$ cat config.mk
export PLATFORM = sky130hd
export DESIGN_NAME = towers_spawn_gen
export DESIGN_NICKNAME = d
export VERILOG_FILES = /design/src/rtl/towers_pkg.sv /design/src/rtl/lfsr16_galois.sv /design/src/rtl/towers_spawn_gen.sv
export SDC_FILE = /design/constraint.sdc
export NUM_CORES = 1
export LEC_CHECK = 0
export BUFFER_PORTS_ARGS = -buffer_cell sky130_fd_sc_hd__buf_2
export CAP_MARGIN = 20
export CORE_MARGIN = 5
export CORE_UTILIZATION = 56
export DETAILED_ROUTE_END_ITERATION = 10
export PLACE_DENSITY = 0.78
export SLEW_MARGIN = 15
export SYNTH_ARGS = -nofsm -noshare
export SYNTH_HDL_FRONTEND = slang
export SYNTH_HIERARCHICAL = 1
export SYNTH_SLANG_ARGS = --single-unit
$ cat constraint.sdc
create_clock -name clk -period 3.2 [get_ports clk]
set_input_delay 0.32 -clock clk [delete_from_list [all_inputs] [get_ports clk]]
set_output_delay 0.32 -clock clk [all_outputs]
set_load 0.05 [all_outputs]
$ cat src/rtl/towers_pkg.sv
// Shared definitions for the falling-towers layer: spawn FSM states,
// LFSR feedback taps and screen/tower geometry.
package towers_pkg;

  typedef enum logic [1:0] {
    ST_DRAW   = 2'd0,
    ST_REDUCE = 2'd1,
    ST_CHECK  = 2'd2,
    ST_READY  = 2'd3
  } spawn_state_t;

  localparam logic [15:0] LFSR_TAPS    = 16'hB400;
  localparam int          SCREEN_WIDTH = 640;
  localparam int          TOWER_WIDTH  = 28;

endpackage

$ cat src/rtl/lfsr16_galois.sv
// 16-bit right-shifting Galois LFSR with a step enable, seed load on reset
// and a guard that reloads the seed if the sequence ever reaches zero.
module lfsr16_galois
  import towers_pkg::*;
#(
  parameter logic [15:0] SEED = 16'hACE1
) (
  input  logic        clk,
  input  logic        reset,
  input  logic        i_step,
  output logic [15:0] o_state,
  output logic [15:0] o_next
);

  logic [15:0] r_state;
  logic [15:0] w_raw_next;

  assign w_raw_next = (r_state >> 1) ^ (r_state[0] ? LFSR_TAPS : 16'h0000);
  assign o_next     = (w_raw_next == 16'h0000) ? SEED : w_raw_next;
  assign o_state    = r_state;

  always_ff @(posedge clk) begin
    if (reset) begin
      r_state <= SEED;
    end else if (i_step) begin
      r_state <= o_next;
    end
  end

endmodule

$ cat src/rtl/towers_spawn_gen.sv
// Spawn-column generator: draws LFSR values, folds them into the legal
// window, enforces a minimum gap from the last published column and
// publishes one validated candidate per unpaused startOfFrame.
module towers_spawn_gen
  import towers_pkg::*;
#(
  parameter logic [15:0] SEED       = 16'hACE1,
  parameter int          SPAWN_MIN  = 0,
  parameter int          SPAWN_MAX  = SCREEN_WIDTH - TOWER_WIDTH,
  parameter int          SPAWN_INIT = 292,
  parameter int          MIN_GAP    = 64,
  parameter int          MAX_RETRY  = 8
) (
  input  logic               clk,
  input  logic               reset,
  input  logic               startOfFrame,
  input  logic               pause,
  output logic signed [10:0] spawnX,
  output logic               spawnStrobe,
  output logic               candReady
);

  localparam int                    RANGE     = SPAWN_MAX - SPAWN_MIN + 1;
  localparam logic [10:0]           RANGE_V   = 11'(RANGE);
  localparam logic signed [11:0]    MIN_S     = 12'(SPAWN_MIN);
  localparam logic signed [11:0]    MAX_S     = 12'(SPAWN_MAX);
  localparam logic signed [11:0]    GAP_S     = 12'(MIN_GAP);
  localparam logic signed [10:0]    INIT_S    = 11'(SPAWN_INIT);
  localparam int                    RETRY_W   = $clog2(MAX_RETRY + 1);
  localparam logic [RETRY_W-1:0]    RETRY_LIM = RETRY_W'(MAX_RETRY);

  spawn_state_t        r_state;
  logic [9:0]          r_v;
  logic signed [10:0]  r_cand;
  logic signed [10:0]  r_last;
  logic signed [10:0]  r_spawn_x;
  logic [RETRY_W-1:0]  r_retry;
  logic                r_strobe;
  logic                r_ready;

  logic                w_step;
  logic [15:0]         w_lfsr_state;
  logic [15:0]         w_lfsr_next;
  logic [10:0]         w_v_ext;
  logic [10:0]         w_reduced;
  logic signed [11:0]  w_cand_new;
  logic signed [11:0]  w_cand_ext;
  logic signed [11:0]  w_last_ext;
  logic signed [11:0]  w_diff;
  logic signed [11:0]  w_dist;
  logic signed [11:0]  w_fwd;
  logic signed [11:0]  w_bwd;
  logic signed [10:0]  w_forced;
  logic                w_unused;

  assign w_step = (r_state == ST_DRAW);

  lfsr16_galois #(
    .SEED (SEED)
  ) u_lfsr (
    .clk     (clk),
    .reset   (reset),
    .i_step  (w_step),
    .o_state (w_lfsr_state),
    .o_next  (w_lfsr_next)
  );

  assign w_v_ext    = {1'b0, r_v};
  assign w_reduced  = w_v_ext - RANGE_V;
  assign w_cand_new = MIN_S + $signed({2'b00, r_v});

  // Distances are taken one bit wider so |cand - last| can never wrap.
  assign w_cand_ext = {r_cand[10], r_cand};
  assign w_last_ext = {r_last[10], r_last};
  assign w_diff     = w_cand_ext - w_last_ext;
  assign w_dist     = w_diff[11] ? -w_diff : w_diff;
  assign w_fwd      = w_last_ext + GAP_S;
  assign w_bwd      = w_last_ext - GAP_S;
  assign w_forced   = (w_fwd <= MAX_S) ? w_fwd[10:0] : w_bwd[10:0];

  assign w_unused = &{1'b0, w_lfsr_state, w_lfsr_next[15:10], w_reduced[10], w_cand_new[11]};

  always_ff @(posedge clk) begin
    if (reset) begin
      r_state   <= ST_DRAW;
      r_v       <= '0;
      r_cand    <= INIT_S;
      r_last    <= INIT_S;
      r_spawn_x <= INIT_S;
      r_retry   <= '0;
      r_strobe  <= 1'b0;
      r_ready   <= 1'b0;
    end else begin
      r_strobe <= 1'b0;
      case (r_state)
        ST_DRAW: begin
          r_v     <= w_lfsr_next[9:0];
          r_retry <= r_retry + RETRY_W'(1);
          r_state <= ST_REDUCE;
        end
        ST_REDUCE: begin
          if (w_v_ext >= RANGE_V) begin
            r_v <= w_reduced[9:0];
          end else begin
            r_cand  <= w_cand_new[10:0];
            r_state <= ST_CHECK;
          end
        end
        ST_CHECK: begin
          if (w_dist >= GAP_S) begin
            r_ready <= 1'b1;
            r_state <= ST_READY;
          end else if (r_retry == RETRY_LIM) begin
            r_cand  <= w_forced;
            r_ready <= 1'b1;
            r_state <= ST_READY;
          end else begin
            r_state <= ST_DRAW;
          end
        end
        ST_READY: begin
          if (startOfFrame && !pause) begin
            r_spawn_x <= r_cand;
            r_last    <= r_cand;
            r_strobe  <= 1'b1;
            r_ready   <= 1'b0;
            r_retry   <= '0;
            r_state   <= ST_DRAW;
          end
        end
        default: r_state <= ST_DRAW;
      endcase
    end
  end

  assign spawnX      = r_spawn_x;
  assign spawnStrobe = r_strobe;
  assign candReady   = r_ready;

endmodule

# ---- After elaboration in Yosys (flattened, before gate mapping)
# Index checks and enable logic that the tools add are counted.
dict set report op_classes {
  order_cmp 3
  n_addsub 6
  eq_ne 10
  n_bitwise 2
  reduce_logical 15
  muxes 22
}
# operator count
set op_table {}
lappend op_table {{$mux 11} 4}
lappend op_table {{$mux 16} 2}
lappend op_table {{$pmux 11 s2} 1}
lappend op_table {{$pmux 10 s2} 1}
lappend op_table {{$logic_not 16->1} 1}
lappend op_table {{$xor 15x16->16} 1}
lappend op_table {{$add 11x8->12 const B} 1}
lappend op_table {{$ge 12x8->1 const B} 1}
lappend op_table {{$le 12x11->1 const B} 1}
lappend op_table {{$mux 12} 1}
lappend op_table {{$neg 12->12} 1}
lappend op_table {{$sub 11x11->12} 1}
lappend op_table {{$sub 11x8->11 const B} 1}
lappend op_table {{$ge 10x10->1 const B} 1}
lappend op_table {{$mux 10} 1}
lappend op_table {{$ne 2x2->1 const B} 5}
lappend op_table {{$sub 10x10->10 const B} 1}
lappend op_table {{$mux 2} 4}
lappend op_table {{$pmux 2 s4} 1}
lappend op_table {{$pmux 4 s2} 1}
lappend op_table {{$reduce_and 2->1} 4}
lappend op_table {{$reduce_bool 2->1} 4}
lappend op_table {{$add 4x1->4 const B} 1}
lappend op_table {{$eq 2x2->1 const B} 2}
lappend op_table {{other kinds (13)} 16}
dict set report totals {
  word_cells 66
  in_bits 4
  reg_bits 56
}

# ---- Longest topological paths before layout
# Gate-level depths: netlist of the first run.
dict set report logic_depth {
  word_depth 6
  depth_mapped 14
  ltp_nobuf 13
}

# ---- By module
# The synthesis of the first run kept the hierarchy.
# module area_per_inst_um2 cells_each instances seq_area_each_um2
set by_module_without_submodules {}
lappend by_module_without_submodules {towers_spawn_gen 2937.8 394 1 800.8}
lappend by_module_without_submodules {lfsr16_galois 762.0 88 1 320.3}

# ---- Worst setup path after synthesis of the first run
# Ideal clock, no wire load.
dict set report synth_timing {
  path_type {register to register}
  startpoint {register, netlist name spawnX[0]}
  endpoint {register r_cand[7]}
  setup_ps 96
  path_stages_with_launch 14
  slack_ps -610
  t_arrival_ps 3714
  path_buffers 1
  cell_sequence {dfxtp_1 > ha_1 > inv_1 > fa_1 > a211oi_4 > o21bai_1 > a211o_1 > a311oi_2 > or4b_4 > a21oi_2 > a211oi_2 > or2_1 > buf_6 > o41ai_2}
}
# item line_no
set synth_lines {}
lappend synth_lines {{end signal, assigned} towers_spawn_gen.sv:105} ;# r_cand <= w_cand_new[10:0];
lappend synth_lines {{end signal, assigned} towers_spawn_gen.sv:114} ;# r_cand <= w_forced;
lappend synth_lines {{end, declared} towers_spawn_gen.sv:34} ;# logic signed [10:0] r_cand;

# ---- Worst setup path in the final report of the first run
dict set report layout_timing {
  startpoint {register r_cand[0]}
  endpoint {register r_cand[9]}
}
dict set report layout_via {
  elab_chain_len 6
}
# item line_no
set layout_rtl {}
lappend layout_rtl {{$sub 11x11->12 (*)} towers_spawn_gen.sv:75} ;# assign w_diff = w_cand_ext - w_last_ext;
lappend layout_rtl {{$neg 12->12} towers_spawn_gen.sv:76} ;# assign w_dist = w_diff[11] ? -w_diff : w_diff;
lappend layout_rtl {{$mux 12 (*)} towers_spawn_gen.sv:76}
lappend layout_rtl {{$ge 12x8->1 (*)} towers_spawn_gen.sv:110} ;# if (w_dist >= GAP_S) begin
lappend layout_rtl {{$ne 2x2->1 (no source line) (*)} -}
lappend layout_rtl {{$reduce_and 4->1 (no source line) (*)} -}
# Every way passes the cells marked *; elsewhere a longest branch is shown, timed or not.
# A chain may end at the register's enable or synchronous reset.

==> impl_metrics.py, run 1 <==
metrics = {
    "outcome": {
        "outcome": "finished, violations left",
        "violations": "setup timing",
    },
    "pwr": {
        "p_sw_uw": 2290,
        "p_int_uw": 2650,
        "power_uw": 4930,
        "vdd_drop_max_mv": 0.839,
        "p_leak_uw": 0.00190,
        "p_seq_share_pct": 23.1,
        "swShare_pct": 46.3,
        "power.density_nw_per_um2": 1130,
        "combPwrFrac_pct": 67.7,
        "p_clk_share_pct": 9.2,
    },
    "global_route": {
        "grt_usage_pct": 23.1,
        "grt_pass1_vias": 3621,
        "antenna_found_initial": 0,
        "grt_max_degree": 37,
        "grt_pass1_wl_mm": 16.4,
        "gr-total-overflow": 0,
    },
    "worst_hold_path": {
        "hp-start": "reset",
        "holdPathEnd": "u_lfsr/o_state[12]$_SDFFE_PP0P_",
        "hold_depth": 2,
        "hold_path.class": "input pin to register",
    },
    "timing": {
        "final_hold_viol_count": 0,
        "finalSetupViolations": 14,
        "finalWorstSetupSlack_ns": -0.182,
        "timing.fmax_ghz": 0.296,
        "grt_setup_unrepaired": "yes",
        "finalMaxSlewViolations": 0,
        "relSlewSlack_pct": 56.6,
        "finalClockSkew_ns": 0.0121,
        "period_share_pct": 106,
        "tightest_slew_ns": 0.649,
        "fin_crit_ns": 3.38,
    },
    "clock_network": {
        "cts_buffers": 5,
        "clock-sinks": 56,
        "clockRootBuffer": "clkbuf_8",
        "cts.htree.levels": 2,
        "cts.clk_slew.worst_paths_ns": 0.10,
        "cts_tree": "yes",
        "clk_path_buf_depth": 2,
        "postCtsHoldBufs": 0,
        "clkLatencyLatePin_ns": 0.31,
    },
    "layout": {
        "finalInstanceArea_um2": 4370,
        "nets": 547,
        "final_util_pct": 68.4,
        "final_cell_mix": "nand2_1 (57), nor2_1 (57), buf_4 (53), dfxtp_1 (48), a21oi_1 (31)",
        "antenna_cells": 0,
        "area_growth_pct": 18.7,
        "final_layout_size_suffix_gt1_share_pct": 22.7,
    },
    "critical_path": {
        "r2r-start": "r_cand[0]$_SDFFE_PP0P_",
        "r2r_slack_ns": -0.18,
        "cp.required_ns": 3.43,
        "cp_cell_sequence": "inv_2 -> ha_4 -> inv_2 -> fa_2 -> buf_4 -> buf_4 -> and2_4 -> nand4_1 -> a211o_1 -> a311oi_2 -> nand3b_1 -> mux2_4 -> a211oi_4 -> buf_6 -> nor3_2 -> a211oi_2",
        "crit_type": "register to register",
        "cp_max_fo": 6,
        "worstReg2RegEnd": "r_cand[9]$_SDFFE_PP0P_",
        "reg2regPathDepth": 16,
        "arrival_ns": 3.62,
        "cp_slowest_stage_delay_ns": 0.37,
        "cp-end-kind": "register",
        "slowest_stage": "mux2_4",
        "startpoint_type": "register",
    },
    "synth": {
        "synth_area_um2": 3680,
        "netlist_instances": 477,
        "synth.net_count": 500,
        "syn_avg_cell_area_um2": 7.72,
        "yosysWarnings": 6,
    },
    "route": {
        "drt_wl_total_mm": 9.57,
        "num_vias": 3603,
        "wl_per_cell_um": 15.9,
        "dr.first_iter.drc_count": 220,
        "drc_errors": 0,
        "vias_per_cell": 6.00,
        "drt_pass1_iterations": 4,
        "postRouteAntennaNets": 0,
    },
    "floorplan": {
        "die_y_um": 91.1,
        "core_um2": 6390,
        "initial_core_util_pct": 57.6,
        "die_area_um2": 8290,
        "rows": 29,
        "io_pins": 17,
        "die_x_um": 91.1,
    },
    "placement": {
        "routabilityCongestion": 0.950,
        "io_buffer_count": 16,
        "dp_hpwl_mm": 7.08,
        "dpl-instance-area_um2": 4170,
    },
    "run": {
        "cap_violations": 0,
    },
}
==> metal layers <==
layer  global-route usage, %  wire length, um  vias to the layer above
met5                       0                0                        -
met3                    2.98              354                       29
met4                    9.90              278                        0
met1                    28.8             4060                     1697
li1                        -                -                     1784
met2                    40.0             4870                       93
==> what timing repair did <==
| item | CTS | global route |
|---|---|---|
| setup buffers | 2 | 0 |
| cloned | 1 | 0 |
| pin swaps | 12 | 3 |
| setup endpoints to repair | 14 | 15 |
| gates resized for setup | 16 | 1 |
| endpoints found under the hold margin | 0 | 0 |
==> worst max path at each step <==
stage                            from  slack [ns]                     end
6_report       r_cand[0]$_SDFFE_PP0P_       -0.18  r_cand[9]$_SDFFE_PP0P_
5_1_grt        r_cand[0]$_SDFFE_PP0P_       -0.43  r_cand[9]$_SDFFE_PP0P_
4_1_cts        r_cand[0]$_SDFFE_PP0P_       -0.16  r_cand[0]$_SDFFE_PP0P_
3_5_place_dp   r_cand[0]$_SDFFE_PP0P_       -0.39  r_cand[8]$_SDFFE_PP1P_
3_3_place_gp   r_cand[0]$_SDFFE_PP0P_       -0.23  r_cand[8]$_SDFFE_PP1P_
2_1_floorplan  spawnX[0]$_SDFFE_PP0P_       -0.21  r_cand[7]$_SDFFE_PP0P_
==> state kept, by name (all words and copies together) (netlist names) <==
register,cells
candReady,1
u_lfsr/o_state,16
r_retry,4
r_v,10
r_cand,11
spawnStrobe,1
r_state,2
spawnX,11
==> area by class of cell <==
cell class	instances	area, um2
Sequential cell	56	1140
Inverter	29	109
Multi-Input combinational cell	361	2430
Clock inverter	1	30.0
Fill cell	522	2020
Tap cell	77	96.3
Clock buffer	6	72.6
Timing Repair Buffer	71	494
==> worst max-delay path, delay by kind of cell, from the launching register on <==
| family | cells | cell delay [ns] |
|---|---|---|
| flip-flops | 1 | 0.35 |
| adder cells (fa/ha/maj) | 2 | 0.37 |
| AND/OR/NAND/NOR | 4 | 0.49 |
| buffers and inverters | 5 | 0.47 |
| AO/OA/AOI/OAI | 4 | 1.24 |
| multiplexers | 1 | 0.37 |
==> power groups by stage <==
stage	combinational (uW)	clock [uW]	sequential [uW]
3_3_place_gp	2800	0	1130
3_5_place_dp	2920	0	1150
2_1_floorplan	2100	0	1100
6_report	3340	455	1140
5_1_grt	3640	495	1170
4_1_cts	3270	467	1130
==> through the flow <==
step	hold WS, ns	cells	setup WS [ns]	TNS (ns)
after detailed placement	0.474	591	-0.394	-3.78
after CTS	0.405	601	-0.158	-1.48
after global placement	0.458	591	-0.230	-1.95
after global routing	0.420	601	-0.425	-4.90
final	0.411	601	-0.182	-1.89
after floorplan	0.433	477	-0.205	-1.70
(Power assumes the default switching activity.)
==> inputs of run 2 (changes only) <==
- GPL_TIMING_DRIVEN: default -> 1
- MAX_ROUTING_LAYER: default -> met4
- PLACE_DENSITY: 0.78 -> 0.77
==> impl_metrics.py, run 2 (synthesized netlist as in run 1, its figures left out) <==
metrics = {
    "global_route": {
        "antenna_found_initial": 0,
        "grt_pass1_wl_mm": 15.1,
        "grt_max_degree": 32,
        "grt_usage_pct": 21.7,
        "gr-total-overflow": 0,
        "grt_pass1_vias": 3384,
    },
    "pwr": {
        "vdd_drop_max_mv": 0.872,
        "p_leak_uw": 0.00186,
        "power.density_nw_per_um2": 1090,
    },
    "critical_path": {
        "slowest_stage": "a211oi_4",
        "crit_path_start": "r_cand[0]$_SDFFE_PP0P_",
        "cp-end-kind": "register",
        "startpoint_type": "register",
        "worstReg2RegEnd": "r_cand[9]$_SDFFE_PP0P_",
        "cp_cell_sequence": "inv_2 -> ha_4 -> inv_2 -> fa_2 -> a211oi_4 -> buf_4 -> o21ai_4 -> a311oi_2 -> o22ai_2 -> nand3b_1 -> mux2_2 -> a211oi_4 -> buf_4 -> nor3_1 -> a211oi_2",
        "r2r_slack_ns": -0.22,
        "cp_max_fo": 6,
        "crit_type": "register to register",
        "arrival_ns": 3.66,
        "reg2regPathDepth": 15,
        "r2r-start": "r_cand[0]$_SDFFE_PP0P_",
        "crit_end": "r_cand[9]$_SDFFE_PP0P_",
        "cp.required_ns": 3.44,
        "cp_slowest_stage_delay_ns": 0.37,
    },
    "clock_network": {
        "cts_buffers": 5,
        "cts_tree": "yes",
        "clkLatencyLatePin_ns": 0.31,
        "cts.clk_slew.worst_paths_ns": 0.10,
        "clock-sinks": 56,
        "clockRootBuffer": "clkbuf_8",
        "cts.htree.levels": 2,
        "clk_path_buf_depth": 2,
    },
    "timing": {
        "tightest_slew_ns": 0.649,
        "final_hold_viol_count": 0,
        "fin_crit_ns": 3.42,
        "finalClockSkew_ns": 0.0104,
        "fin_tns_setup_ns": -2.53,
        "finalWorstSetupSlack_ns": -0.223,
        "period_share_pct": 107,
        "relSlewSlack_pct": 56.7,
        "grt_setup_unrepaired": "yes",
        "finalSetupViolations": 14,
        "timing.fmax_ghz": 0.292,
        "finalMaxSlewViolations": 0,
    },
    "floorplan": {
        "die_x_um": 91.1,
        "rows": 29,
        "io_pins": 17,
        "core_um2": 6390,
        "die_area_um2": 8290,
        "initial_core_util_pct": 57.6,
        "die_y_um": 91.1,
    },
    "placement": {
        "routabilityCongestion": 0.917,
        "dp_hpwl_mm": 6.69,
        "io_buffer_count": 16,
        "post-place-ws_ns": -0.341,
    },
    "outcome": {
        "violations": "setup timing",
        "outcome": "finished, violations left",
    },
    "layout": {
        "antenna_cells": 0,
        "area_growth_pct": 16.9,
        "final_cell_mix": "nand2_1 (58), nor2_1 (57), buf_4 (50), dfxtp_1 (48), a21oi_1 (30)",
        "final_common_cell": "nand2_1",
        "final_layout_size_suffix_gt1_share_pct": 21.3,
        "nets": 544,
        "largest_register_ffs": 16,
    },
    "route": {
        "drt_pass1_iterations": 4,
        "drc_errors": 0,
        "num_vias": 3546,
        "postRouteAntennaNets": 0,
        "vias_per_cell": 5.92,
        "drt_wl_total_mm": 8.96,
        "wl_per_cell_um": 15.0,
        "dr.first_iter.drc_count": 257,
    },
    "run": {
        "cap_violations": 0,
    },
    "worst_hold_path": {
        "hold_path.class": "register to register",
    },
}
==> run 2: power breakdown <==
part / total, uW / switching (uW) / internal, uW / leakage [uW]
sequential: 1130 / 232 / 901 / 0.000462
combinational: 3160 / 1730 / 1430 / 0.00135
clock: 383 / 226 / 157 / 0.0000424
==> run 2: repair_timing <==
item                       CTS  global route
cloned                       1             0
pin swaps                    5             2
hold buffers                 0             0
buffers inserted             2             0
setup endpoints to repair   14            14
gates resized for setup      3             8
==> run 2: how the worst min path moves through the flow <==
stage	from	endpoint	slack (ns)	cells past startpoint
after floorplan	r_cand[0]$_SDFFE_PP0P_	spawnX[0]$_SDFFE_PP0P_	0.43	2
after global placement	r_retry[3]$_SDFFE_PP0P_	r_retry[3]$_SDFFE_PP0P_	0.46	1
after detailed placement	r_retry[3]$_SDFFE_PP0P_	r_retry[3]$_SDFFE_PP0P_	0.46	1
after CTS	r_retry[3]$_SDFFE_PP0P_	r_retry[3]$_SDFFE_PP0P_	0.47	1
after global routing	reset	u_lfsr/o_state[8]$_SDFFE_PP0P_	0.49	2
final	r_retry[3]$_SDFFE_PP0P_	r_retry[3]$_SDFFE_PP0P_	0.47	1
==> run 2: worst max-delay path, delay by kind of cell (launching register included) <==
kind	cells	cell delay, ns
flops	1	0.34
buf+inv	4	0.47
compound gates	6	1.37
mux	1	0.36
simple gates	2	0.31
fa+ha+maj	2	0.49
==> run 2: routing by layer <==
| layer | track usage, % | share of wire [%] | wire, um |
|---|---|---|---|
| met1 | 26.4 | 45 | 3990 |
| met2 | 36.7 | 50 | 4490 |
| met3 | 2.64 | 3.5 | 312 |
| met4 | 7.70 | 1.9 | 172 |
| met5 | - | 0 | 0 |
==> run 2: area by class of cell <==
class	instances	area [um2]
clock buffer	7	76.3
fill	523	2080
timing repair buffer	68	472
clock inverter	1	8.76
sequential	56	1140
tap	77	96.3
inverter	29	109
multi-input combinational	361	2400
==> run 2: metrics by stage <==
step	power, uW	hold WS, ns	instance area [um2]	util, %	std cells
2_1_floorplan	3200	0.433	3750	-	477
3_3_place_gp	3890	0.460	4150	64.9	588
3_5_place_dp	4000	0.456	4150	64.9	588
4_1_cts	4450	0.472	4250	66.6	599
5_1_grt	5070	0.487	4300	67.4	599
6_report	4670	0.475	4300	67.4	599
==> inputs of run 3 (changes only) <==
- CORE_UTILIZATION: 56 -> 62
- PLACE_DENSITY: 0.77 -> 0.8
- SLEW_MARGIN: 15 -> 20
- clock period: 3.2 -> 3.6 ns (I/O delays scaled with it)
==> impl_metrics.py, run 3 (synthesized netlist as in run 1, its figures left out) <==
metrics = {
    "layout": {
        "largest_register_ffs": 16,
        "finalInstanceArea_um2": 4110,
        "layout.cells.non_filler": 566,
        "final_common_cell": "nand2_1",
        "nets": 513,
        "area_growth_pct": 11.5,
        "final_cell_mix": "nand2_1 (58), nor2_1 (57), dfxtp_1 (51), a21oi_1 (29), inv_1 (27)",
        "final_util_pct": 70.2,
        "n_fill_cell": 468,
        "antenna_cells": 0,
        "final_layout_size_suffix_gt1_share_pct": 16.9,
    },
    "route": {
        "dr.first_iter.drc_count": 260,
        "drt_wl_total_mm": 8.79,
        "drt_pass1_iterations": 5,
        "drc_errors": 0,
        "postRouteAntennaNets": 0,
        "vias_per_cell": 6.11,
        "num_vias": 3460,
        "wl_per_cell_um": 15.5,
    },
    "pwr": {
        "power.density_nw_per_um2": 986,
        "vdd_drop_max_mv": 0.814,
        "power_uw": 4050,
        "p_leak_uw": 0.00173,
    },
    "outcome": {
        "outcome": "finished, violations left",
        "violations": "setup timing",
    },
    "global_route": {
        "grt_pass1_wl_mm": 14.3,
        "gr-total-overflow": 0,
        "grt_usage_pct": 23.7,
        "grt_max_degree": 31,
        "grt_pass1_vias": 3120,
        "antenna_found_initial": 0,
    },
    "timing": {
        "tightest_slew_ns": 0.748,
        "hold_ws_ns": 0.472,
        "final_hold_viol_count": 0,
        "grt_setup_unrepaired": "yes",
        "finalMaxSlewViolations": 0,
        "finalClockSkew_ns": 0.00697,
        "finalSetupViolations": 2,
        "period_share_pct": 101,
        "relSlewSlack_pct": 50.0,
        "fin_crit_ns": 3.62,
        "timing.fmax_ghz": 0.276,
        "finalWorstSetupSlack_ns": -0.0244,
    },
    "clock_network": {
        "clockRootBuffer": "clkbuf_8",
        "cts_buffers": 5,
        "postCtsHoldBufs": 0,
        "clkLatencyLatePin_ns": 0.31,
        "cts_tree": "yes",
        "cts.clk_slew.worst_paths_ns": 0.09,
        "clk_path_buf_depth": 2,
        "clock-sinks": 56,
        "cts.htree.levels": 2,
    },
    "critical_path": {
        "cp.required_ns": 3.84,
        "startpoint_type": "register",
        "cp_max_fo": 5,
        "arrival_ns": 3.87,
        "crit_type": "register to register",
        "cp-end-kind": "register",
    },
    "floorplan": {
        "core_um2": 5850,
        "die_x_um": 87.1,
        "die_y_um": 87.1,
        "die_area_um2": 7580,
        "rows": 28,
        "initial_core_util_pct": 62.9,
        "io_pins": 17,
    },
    "placement": {
        "place_inst": 553,
        "dpl-instance-area_um2": 3840,
        "routabilityCongestion": 0.928,
        "dp_hpwl_mm": 6.23,
        "io_buffer_count": 16,
    },
    "run": {
        "cap_violations": 0,
    },
    "worst_hold_path": {
        "hold_path.class": "register to register",
    },
}
==> run 3: metal layers <==
layer / track usage [%] / share of wire (%)
met5: - / 0
met4: 7.22 / 2.6
met3: 3.12 / 2.8
met2: 40.6 / 51
met1: 28.9 / 44
==> run 3: stage by stage <==
step | worst slack, ns | TNS [ns]
3_5_place_dp | -0.0150 | -0.0150
4_1_cts | -0.000658 | -0.000658
6_report | -0.0244 | -0.0376
2_1_floorplan | 0.0369 | 0
5_1_grt | -0.163 | -0.862
3_3_place_gp | 0.0915 | 0
==> run 3: critical path, stage by stage (launching register included) <==
cell      delay [ns]
dfxtp_2         0.34
inv_2           0.07
ha_4            0.13
inv_2           0.04
fa_2            0.41
a211oi_4        0.33
o21bai_1        0.10
a211o_1         0.33
buf_4           0.14
a311oi_1        0.38
xnor2_1         0.20
and4_1          0.31
o31ai_4         0.10
buf_4           0.18
or3_4           0.38
a21oi_2         0.12
==> run 3: path summary, 6_finish.rpt <==
| kind | from | endpoint | slack [ns] | cells after the start |
|---|---|---|---|---|
| max | r_cand[0]$_SDFFE_PP0P_ | r_cand[0]$_SDFFE_PP0P_ | -0.02 | 15 |
| min | r_cand[0]$_SDFFE_PP0P_ | spawnX[0]$_SDFFE_PP0P_ | 0.47 | 2 |
| max reg2reg | r_cand[0]$_SDFFE_PP0P_ | r_cand[0]$_SDFFE_PP0P_ | -0.02 | 15 |
| min reg2reg | r_cand[0]$_SDFFE_PP0P_ | spawnX[0]$_SDFFE_PP0P_ | 0.47 | 2 |
==> run 3: final cells by class <==
cell class	count	area, um2	area share, %
Clock inverter	2	13.8	0.335
Timing Repair Buffer	37	245	5.97
Clock buffer	6	82.6	2.01
Inverter	29	109	2.65
Sequential cell	56	1130	27.5
Multi-Input combinational cell	361	2430	59.2
Tap cell	75	93.8	2.29
==> run 3: repair_timing <==
action | 4_1_cts | 5_1_grt
setup buffers | 0 | 3
hold endpoints to repair | 0 | 0
resized for setup | 1 | 25
cloned | 0 | 2
pin swaps | 0 | 19
setup endpoints to repair | 1 | 14
==> run 3: report_power, final <==
group | total, uW | leakage [uW] | switching, uW | internal, uW
logic | 2680 | 0.00121 | 1570 | 1100
clock network | 357 | 0.0000516 | 200 | 158
registers | 1010 | 0.000461 | 213 | 799
